$ cat src/rtl/mux_sel_sequencer.sv
// Context sequencer: replays a small programmable table of mux selects,
// one entry per enabled cycle, for a programmed number of passes.
module mux_sel_sequencer #(
    parameter int SEL_WIDTH  = 5,
    parameter int DEPTH      = 16,
    parameter int ADDR_WIDTH = 4,
    parameter int ITER_WIDTH = 16
) (
    input  logic                  clk,
    input  logic                  rst,
    input  logic                  cfg_we,
    input  logic [ADDR_WIDTH-1:0] cfg_addr,
    input  logic [SEL_WIDTH-1:0]  cfg_data,
    input  logic [ADDR_WIDTH:0]   cfg_len,
    input  logic [ITER_WIDTH-1:0] cfg_iter,
    input  logic                  start,
    input  logic                  stop,
    input  logic                  en,
    output logic [SEL_WIDTH-1:0]  s,
    output logic                  s_valid,
    output logic [ADDR_WIDTH-1:0] ctx_idx,
    output logic                  busy,
    output logic                  done,
    output logic                  cfg_err
);

    // Handshake: there is no backpressure; s is meaningful only in cycles
    // where s_valid=1, and s_valid(t+1) mirrors en(t) while running.

    typedef enum logic {IDLE = 1'b0, RUN = 1'b1} state_t;

    localparam logic [ADDR_WIDTH:0]   LEN_ONE  = 1;
    localparam logic [ADDR_WIDTH:0]   LEN_MAX  = DEPTH[ADDR_WIDTH:0];
    localparam logic [ADDR_WIDTH-1:0] ADDR_ONE = 1;
    localparam logic [ITER_WIDTH-1:0] ITER_ONE = 1;

    logic [SEL_WIDTH-1:0] ctx_tbl [DEPTH];

    state_t                state, state_n;
    logic [ADDR_WIDTH-1:0] idx, idx_n, idx_nxt;
    logic [SEL_WIDTH-1:0]  s_q, s_n;
    logic                  sv_q, sv_n;
    logic                  done_q, done_n;
    logic                  err_q, err_n;
    logic [ITER_WIDTH-1:0] cnt, cnt_n;
    logic [ADDR_WIDTH:0]   len_q, len_n;
    logic [ITER_WIDTH-1:0] iter_q, iter_n;
    logic                  last, final_pass, len_ok;

    assign last       = ({1'b0, idx} == (len_q - LEN_ONE));
    assign idx_nxt    = last ? '0 : idx + ADDR_ONE;
    assign final_pass = (iter_q != '0) && (cnt == (iter_q - ITER_ONE));
    assign len_ok     = (cfg_len != '0) && (cfg_len <= LEN_MAX);

    always_comb begin
        state_n = state;
        idx_n   = idx;
        s_n     = s_q;
        sv_n    = 1'b0;
        done_n  = 1'b0;
        err_n   = 1'b0;
        cnt_n   = cnt;
        len_n   = len_q;
        iter_n  = iter_q;
        case (state)
            IDLE: begin
                if (start && !stop && len_ok) begin
                    state_n = RUN;
                    idx_n   = '0;
                    s_n     = ctx_tbl[0];
                    sv_n    = en;
                    cnt_n   = '0;
                    len_n   = cfg_len;
                    iter_n  = cfg_iter;
                end
            end
            RUN: begin
                err_n = cfg_we;
                if (stop) begin
                    state_n = IDLE;
                end else if (en) begin
                    if (last && final_pass) begin
                        state_n = IDLE;
                        done_n  = 1'b1;
                    end else begin
                        idx_n = idx_nxt;
                        s_n   = ctx_tbl[idx_nxt];
                        sv_n  = 1'b1;
                        // Free-running mode saturates rather than wrapping.
                        if (last && (cnt != '1))
                            cnt_n = cnt + ITER_ONE;
                    end
                end
            end
            default: state_n = IDLE;
        endcase
    end

    always_ff @(posedge clk) begin
        if (rst) begin
            state  <= IDLE;
            idx    <= '0;
            s_q    <= '0;
            sv_q   <= 1'b0;
            done_q <= 1'b0;
            err_q  <= 1'b0;
            cnt    <= '0;
            len_q  <= '0;
            iter_q <= '0;
        end else begin
            state  <= state_n;
            idx    <= idx_n;
            s_q    <= s_n;
            sv_q   <= sv_n;
            done_q <= done_n;
            err_q  <= err_n;
            cnt    <= cnt_n;
            len_q  <= len_n;
            iter_q <= iter_n;
        end
    end

    // Table survives reset; writes are accepted only while idle.
    always_ff @(posedge clk) begin
        if (!rst && (state == IDLE) && cfg_we)
            ctx_tbl[cfg_addr] <= cfg_data;
    end

    assign s       = s_q;
    assign s_valid = sv_q;
    assign ctx_idx = idx;
    assign busy    = (state == RUN);
    assign done    = done_q;
    assign cfg_err = err_q;

endmodule

$ cat config.mk
export PLATFORM = sky130hd
export DESIGN_NAME = mux_sel_sequencer
export DESIGN_NICKNAME = d
export VERILOG_FILES = /design/src/rtl/mux_sel_sequencer.sv
export SDC_FILE = /design/constraint.sdc
export NUM_CORES = 1
export LEC_CHECK = 0
export ABC_CLOCK_PERIOD_IN_PS = 2700
export CORE_MARGIN = 2
export CORE_UTILIZATION = 53
export DETAILED_ROUTE_END_ITERATION = 8
export GPL_TIMING_DRIVEN = 0
export MAX_ROUTING_LAYER = met4
export PLACE_DENSITY = 0.76
export SYNTH_ARGS = -nofsm -noshare
export SYNTH_HDL_FRONTEND = slang
export SYNTH_SLANG_ARGS = --single-unit
export TNS_END_PERCENT = 1
$ cat constraint.sdc
create_clock -name clk -period 2.7 [get_ports clk]
set_clock_uncertainty 0.2 [all_clocks]
set_input_delay 0.27 -clock clk [delete_from_list [all_inputs] [get_ports clk]]
set_output_delay 0.27 -clock clk [all_outputs]
set_load 0.02 [all_outputs]
Yosys cells after proc, flatten, opt, wreduce, memory -nomap -nowiden
Memories as Yosys holds them, arrays and structs flattened. Index checks and enable logic that the tools add are counted.

Shifts and indexed selects: 0. Multipliers: 0. Equality and inequality tests: 8. Bitwise logic cells: 2. Magnitude comparators: 1. Mux-type cells: 29. Add/subtract/negate cells: 4. Reductions and logical operators: 17. Divide/modulo/power cells: 0.

Operators by type and width (number): $mux W16 (5); $pmux W16 S2 (1); $mux W4 (5); $mux W5 (4); $add A16 B1 Y16 const B (1); $eq A16 B16 Y1 (1); $ne A16 B16 Y1 const B (1); $reduce_bool A16 Y1 (1); $sub A16 B1 Y16 const B (1); $mux W1 (10); $pmux W5 S2 (1); $logic_and A1 B1 Y1 (8); $ne A2 B2 Y1 const B (4); $pmux W4 S2 (1); $eq A4 B5 Y1 (1); $le A5 B5 Y1 const B (1); $reduce_and A5 Y1 (1); $reduce_bool A5 Y1 (1); $sub A5 B1 Y5 const B (1); $add A4 B1 Y4 const B (1); $pmux W1 S2 (2); $reduce_and A4 Y1 (1); $reduce_or A4 Y1 (1); $logic_not A1 Y1 (2); 4 further kinds (5).

Memories: 1. Logic and storage cells: 71. Bits of input ports: 36. Bits in latches: 0. Register bits: 50. Output and inout bits: 13. Memory bits (read-only): 0. RAM bits: 80.

Memory list: ctx_tbl (words 16, width 5, rd ports 2, clocked after memory_dff 0, wr ports 1, line 37) `logic [SEL_WIDTH-1:0] ctx_tbl [DEPTH];`.

Logic depth before layout (Yosys ltp)
Depth in word-level cells: 8. Gate-level depth with buffers: 11. Mapped depth without buffers: 9.

Worst setup path before layout
No wires, ideal clock.

Path type: register to register. From: reg iter_q[0]. To: reg cnt[14]. Path buffers: 2. Cell stages (with the launch flop): 12. Setup time: 0.119 ns. Arrival time: 2.669 ns. Required time: 2.381 ns. Period minus slack after synthesis: 2.989 ns. Path slack: -0.289 ns. Path through: dfxtp_1 > inv_1 > ha_1 > or3b_4 > or4_4 > a2111oi_4 > o311a_2 > and4_1 > buf_6 > buf_12 > a21oi_2 > mux2i_1.

Word-level cells in the longest chain between the ends: 6. Elaborated cells between the ends (all ways): 7. Classes of those cells: add/sub (1); eq/ne (2); reduce/logical (4).

RTL lines: start: declaration (line 47) `logic [ITER_WIDTH-1:0] iter_q, iter_n;`; start signal: assignment (line 119) `iter_q <= iter_n;`; $sub A16 B1 Y16 (line 52) `assign final_pass = (iter_q != '0) && (cnt == (iter_q - ITER_ONE));`; $eq A16 B16 Y1 (line 52); $logic_and A1 B1 Y1 * (line 52); $logic_and A1 B1 Y1 * (line 82) `if (last && final_pass) begin`; $ne A2 B2 Y1 (no source line) *; $reduce_and A5 Y1 (no source line) *; end signal: assignment (line 117) `cnt <= cnt_n;`; end: declaration (line 45) `logic [ITER_WIDTH-1:0] cnt, cnt_n;`.

Every way passes the cells marked *; elsewhere a longest branch is shown, timed or not. A chain may end at the register's enable or synchronous reset.

Final worst setup path
From: reg iter_q[0]. To: reg cnt[5].

The elaborated chain is that of the path after synthesis.

==> qor_table.md <==
| Quantity | Value |
|:---|:---|
| Status | complete, but fails checks |
| Violations in the final reports | negative setup slack |
| Number of max-capacitance violations reported | 0 |
| H-Tree Depth | 4 |
| Row cnt | 40 |
| Final global-route overflow total | 0 |
| Number of DRC markers after the initial detailed-route iteration | 410 |
| Die area | 13,180 sq um |
| Measured slew at the worst slew-check pin | 0.7658 ns |
| Setup repair after global routing missed its margin | true |
| Post-synthesis cell type count | 68 |
| Relative contribution of combinational cells to total power | 8.3% |
| WL per Instance | 19.99 um |
| Weighted congestion at the end of routability-driven global placement | 0.9607 |
| Part of the Yosys area used for sequential elements | 52.31% |
| Critical-path cell list | inv_4, ha_4, or3b_4, or4_4, a2111oi_4, o311a_4, and4_1, buf_6, buf_12, a21oi_2, mux2i_1 |
| M1 wire length | 6698 um |
| Share of synthesized registers carrying an async set or reset | 0% |
| DR top layer | met4 |
| Number of ports placed on the die boundary | 49 |
| Root Buffer Master | sky130_fd_sc_hd__clkbuf_16 |
| Endpoints failing hold | 0 |
| Max-slew headroom at the worst pin | 48.55% |
| Number of clock sinks | 130 |
| Sequential cell fraction of total power | 45.6% |
| Area growth syn-to-layout | 21.56% |
| Final setup viols | 32 |
| Pwr/cell area | 597.8 nW/um^2 |
| Final Critical Period | 2.975 ns |
| Clock buffers created by TritonCTS | 17 |
| Worst Setup Path Type | reg2reg |
| LEAKAGE | 0.002621 uW |
| Per-cell via count in the routed design | 6.237 |
| Signal arrival time at the worst endpoint | 3.08 ns |
| Overall global routing resource usage | 27.92% |
| Total via count in the routed design | 5,395 |
| Number of enable flip-flop cells after synthesis | 80 |
| Core Area | 12,010 sq um |
| Slowest library cell on the worst path | sky130_fd_sc_hd__or4_4 |
| Final period utilization | 110.2% |
| Clock power share | 46.1% |
| Detail Route met2 WL | 9025 um |
| Placed cells | 831 |
| Avg Inst Size Synth | 10.21 sq um |
| Number of antenna diodes | 0 |
| Startpoint type of the worst setup path | register |
| Hpwl dp | 12,320 um |
| Cell count after synthesis | 637 |
| Maximum net fanout on the critical path | 10 |
| Clk slew on worst S/H paths | 0.06 ns |
| Die span in y | 114.8 um |
| Max frequency | 336.2 MHz |
| Die span in x | 114.8 um |
| Seq. cell area | 3415 sq um |
| Stage delay of the slowest cell on the critical path | 0.43 ns |
| Cell internal power dissipation | 3594 uW |
| Largest net degree at the start of global routing | 17 |
| Worst hold-check slack | 0.1427 ns |
| Clk buf depth | 2 |
| Wire length on met3 | 1038 um |
| NetSw | 1134 uW |
| Share of layout cells above drive strength 1 | 13.37% |
| Total of warnings raised by yosys | 0 |
| Detailed-router iteration count before antenna repair | 6 |
| Detailed-route DRC error count | 0 |
| Main synth FF type | sky130_fd_sc_hd__edfxtp_1 |
| Area used by multi-input combinational logic | 2959 sq um |
| Filler cells | 942 |
| Kind of path behind the tightest hold check | in2reg |
| Maximum vdd ir drop | 589.5 uV |
| Drt total wl | 17,290 um |
| Later-pin clock latency in the skew report | 0.43 ns |
| Number of antenna violations at the first check in global routing | 0 |
| Antenna-violating nets left | 0 |
| Crit path setup slack, layout | -0.2747 ns |
| Initial standard-cell utilization of the core | 54.17% |
| CTS tree | done |
| Critical path capture point type | register |
| IO Port Bufs | 47 |
| Register bit count reported by yosys | 130 |
| Combined area of all synthesized cells | 6506 sq um |
| Final non-filler cell total | 865 |
| Critical path required time | 2.80 ns |
| Nets@finish | 746 |
| Via count of the first global-routing pass | 5,343 |
| Net count after synthesis | 678 |
| Switching fraction of total power | 23.99% |
| Global-route wire length before repair | 27,120 um |
| Number of slew-limit violations in the final report | 0 |
[critical path, delay by kind of cell, from the launching register on]
| kind | cells | cell delay [ns] |
|---|---|---|
| buf+inv | 3 | 0.35 |
| simple gates | 3 | 1.01 |
| mux | 1 | 0.12 |
| fa+ha+maj | 1 | 0.14 |
| compound gates | 3 | 0.65 |
| flops | 1 | 0.38 |
[power by group through the flow]
stage,Combinational [uW],Clock (uW),Sequential (uW)
2_1_floorplan,223,0,2190
5_1_grt,426,2270,2160
3_5_place_dp,377,0,2190
4_1_cts,384,2190,2150
3_3_place_gp,366,0,2190
6_report,392,2180,2150
[worst paths after layout]
check                               start       end  slack [ns]  depth (start not counted)
worst max-delay path            iter_q[0]    cnt[5]       -0.27                         11
worst min-delay path                  rst    cnt[3]        0.14                          3
worst max register to register  iter_q[0]    cnt[5]       -0.27                         11
worst min register to register   len_q[1]  len_q[1]        0.28                          2
[routing by layer]
layer | GRT usage (%) | vias up
met5 | - | -
met3 | 6.800 | 49
met4 | 10.36 | 0
met1 | 31.17 | 2595
li1 | - | 2500
met2 | 48.64 | 251
[flip-flops by register name (all words and copies together) (netlist names)]
name,flops
busy,1
cfg_err,1
cnt,16
ctx_idx,4
ctx_tbl,80
done,1
iter_q,16
len_q,5
s,5
s_valid,1
[cells by family after synthesis]
family / count (synthesis) / synth area share (%)
and+or+nand+nor: 257 / 19.67
buffers and inverters: 52 / 3.981
DFF: 130 / 52.31
muxes: 30 / 5.038
AOI/OAI and AO/OA: 134 / 14.14
adders and majority gates: 5 / 0.9615
xor gates and xnor gates: 29 / 3.904
[timing repair]
item                                    CTS  global route
pin swaps                                 7             2
endpoints found under the setup margin   48            53
hold endpoints to repair                  0             0
gates resized for setup                  29            12
hold buffers                              0             0
setup buffers                             2             0
[placed cells by master (no fill, tap or decap), types with 17 or more instances in the layout]
master / n
sky130_fd_sc_hd__nand2_1: 100
sky130_fd_sc_hd__edfxtp_1: 80
sky130_fd_sc_hd__clkdlybuf4s50_1: 47
sky130_fd_sc_hd__dfxtp_1: 45
sky130_fd_sc_hd__a21oi_1: 39
sky130_fd_sc_hd__nor2_1: 33
sky130_fd_sc_hd__mux2i_1: 26
sky130_fd_sc_hd__o21ai_0: 24
sky130_fd_sc_hd__nand4_1: 22
sky130_fd_sc_hd__clkbuf_1: 19
sky130_fd_sc_hd__nand3_1: 19
sky130_fd_sc_hd__xnor2_1: 19
sky130_fd_sc_hd__nor3_1: 17
sky130_fd_sc_hd__clkbuf_16: 17
[final cells by class]
cell class / instances / area share (%)
Sequential cell: 130 / 43.17
Multi-Input combinational cell: 455 / 37.41
Timing Repair Buffer: 49 / 6.138
Clock buffer: 18 / 5.553
Buffer: 39 / 3.085
Tap cell: 147 / 2.326
Clock inverter: 14 / 1.629
Inverter: 13 / 0.6803
[Yosys cell counts, types with 9 or more instances]
| cell type | instances | share of area, % |
|---|---|---|
| sky130_fd_sc_hd__nor3_1 | 18 | 1.4 |
| sky130_fd_sc_hd__mux2i_1 | 26 | 4.0 |
| sky130_fd_sc_hd__nand4_1 | 22 | 2.1 |
| sky130_fd_sc_hd__xor2_1 | 9 | 1.2 |
| sky130_fd_sc_hd__nand2_1 | 100 | 5.8 |
| sky130_fd_sc_hd__xnor2_1 | 20 | 2.7 |
| sky130_fd_sc_hd__o21ai_0 | 29 | 2.2 |
| sky130_fd_sc_hd__nand3_1 | 19 | 1.5 |
| sky130_fd_sc_hd__and3_1 | 11 | 1.1 |
| sky130_fd_sc_hd__a21oi_1 | 39 | 3.0 |
| sky130_fd_sc_hd__nor2_1 | 33 | 1.9 |
| sky130_fd_sc_hd__or3_1 | 13 | 1.3 |
| sky130_fd_sc_hd__and2_1 | 10 | 0.96 |
| sky130_fd_sc_hd__clkbuf_1 | 26 | 1.5 |
| sky130_fd_sc_hd__a21oi_2 | 10 | 1.3 |
| sky130_fd_sc_hd__edfxtp_1 | 80 | 37 |
| sky130_fd_sc_hd__dfxtp_1 | 50 | 15 |
| sky130_fd_sc_hd__inv_1 | 13 | 0.75 |
[metrics by stage]
stage	power, uW	TNS, ns	util [%]	setup WS [ns]	cell area, sq um
global route	4853	-13.99	65.84	-0.3642	7909
floorplan	2416	-1.267	-	-0.08281	6544
CTS	4732	-5.615	65.48	-0.2853	7865
detailed placement	2572	-22.16	59.93	-0.6912	7198
global placement	2560	-18.26	59.93	-0.6020	7198
finish	4728	-5.867	65.84	-0.2747	7909
No activity file was read; power rests on OpenSTA's default activity.
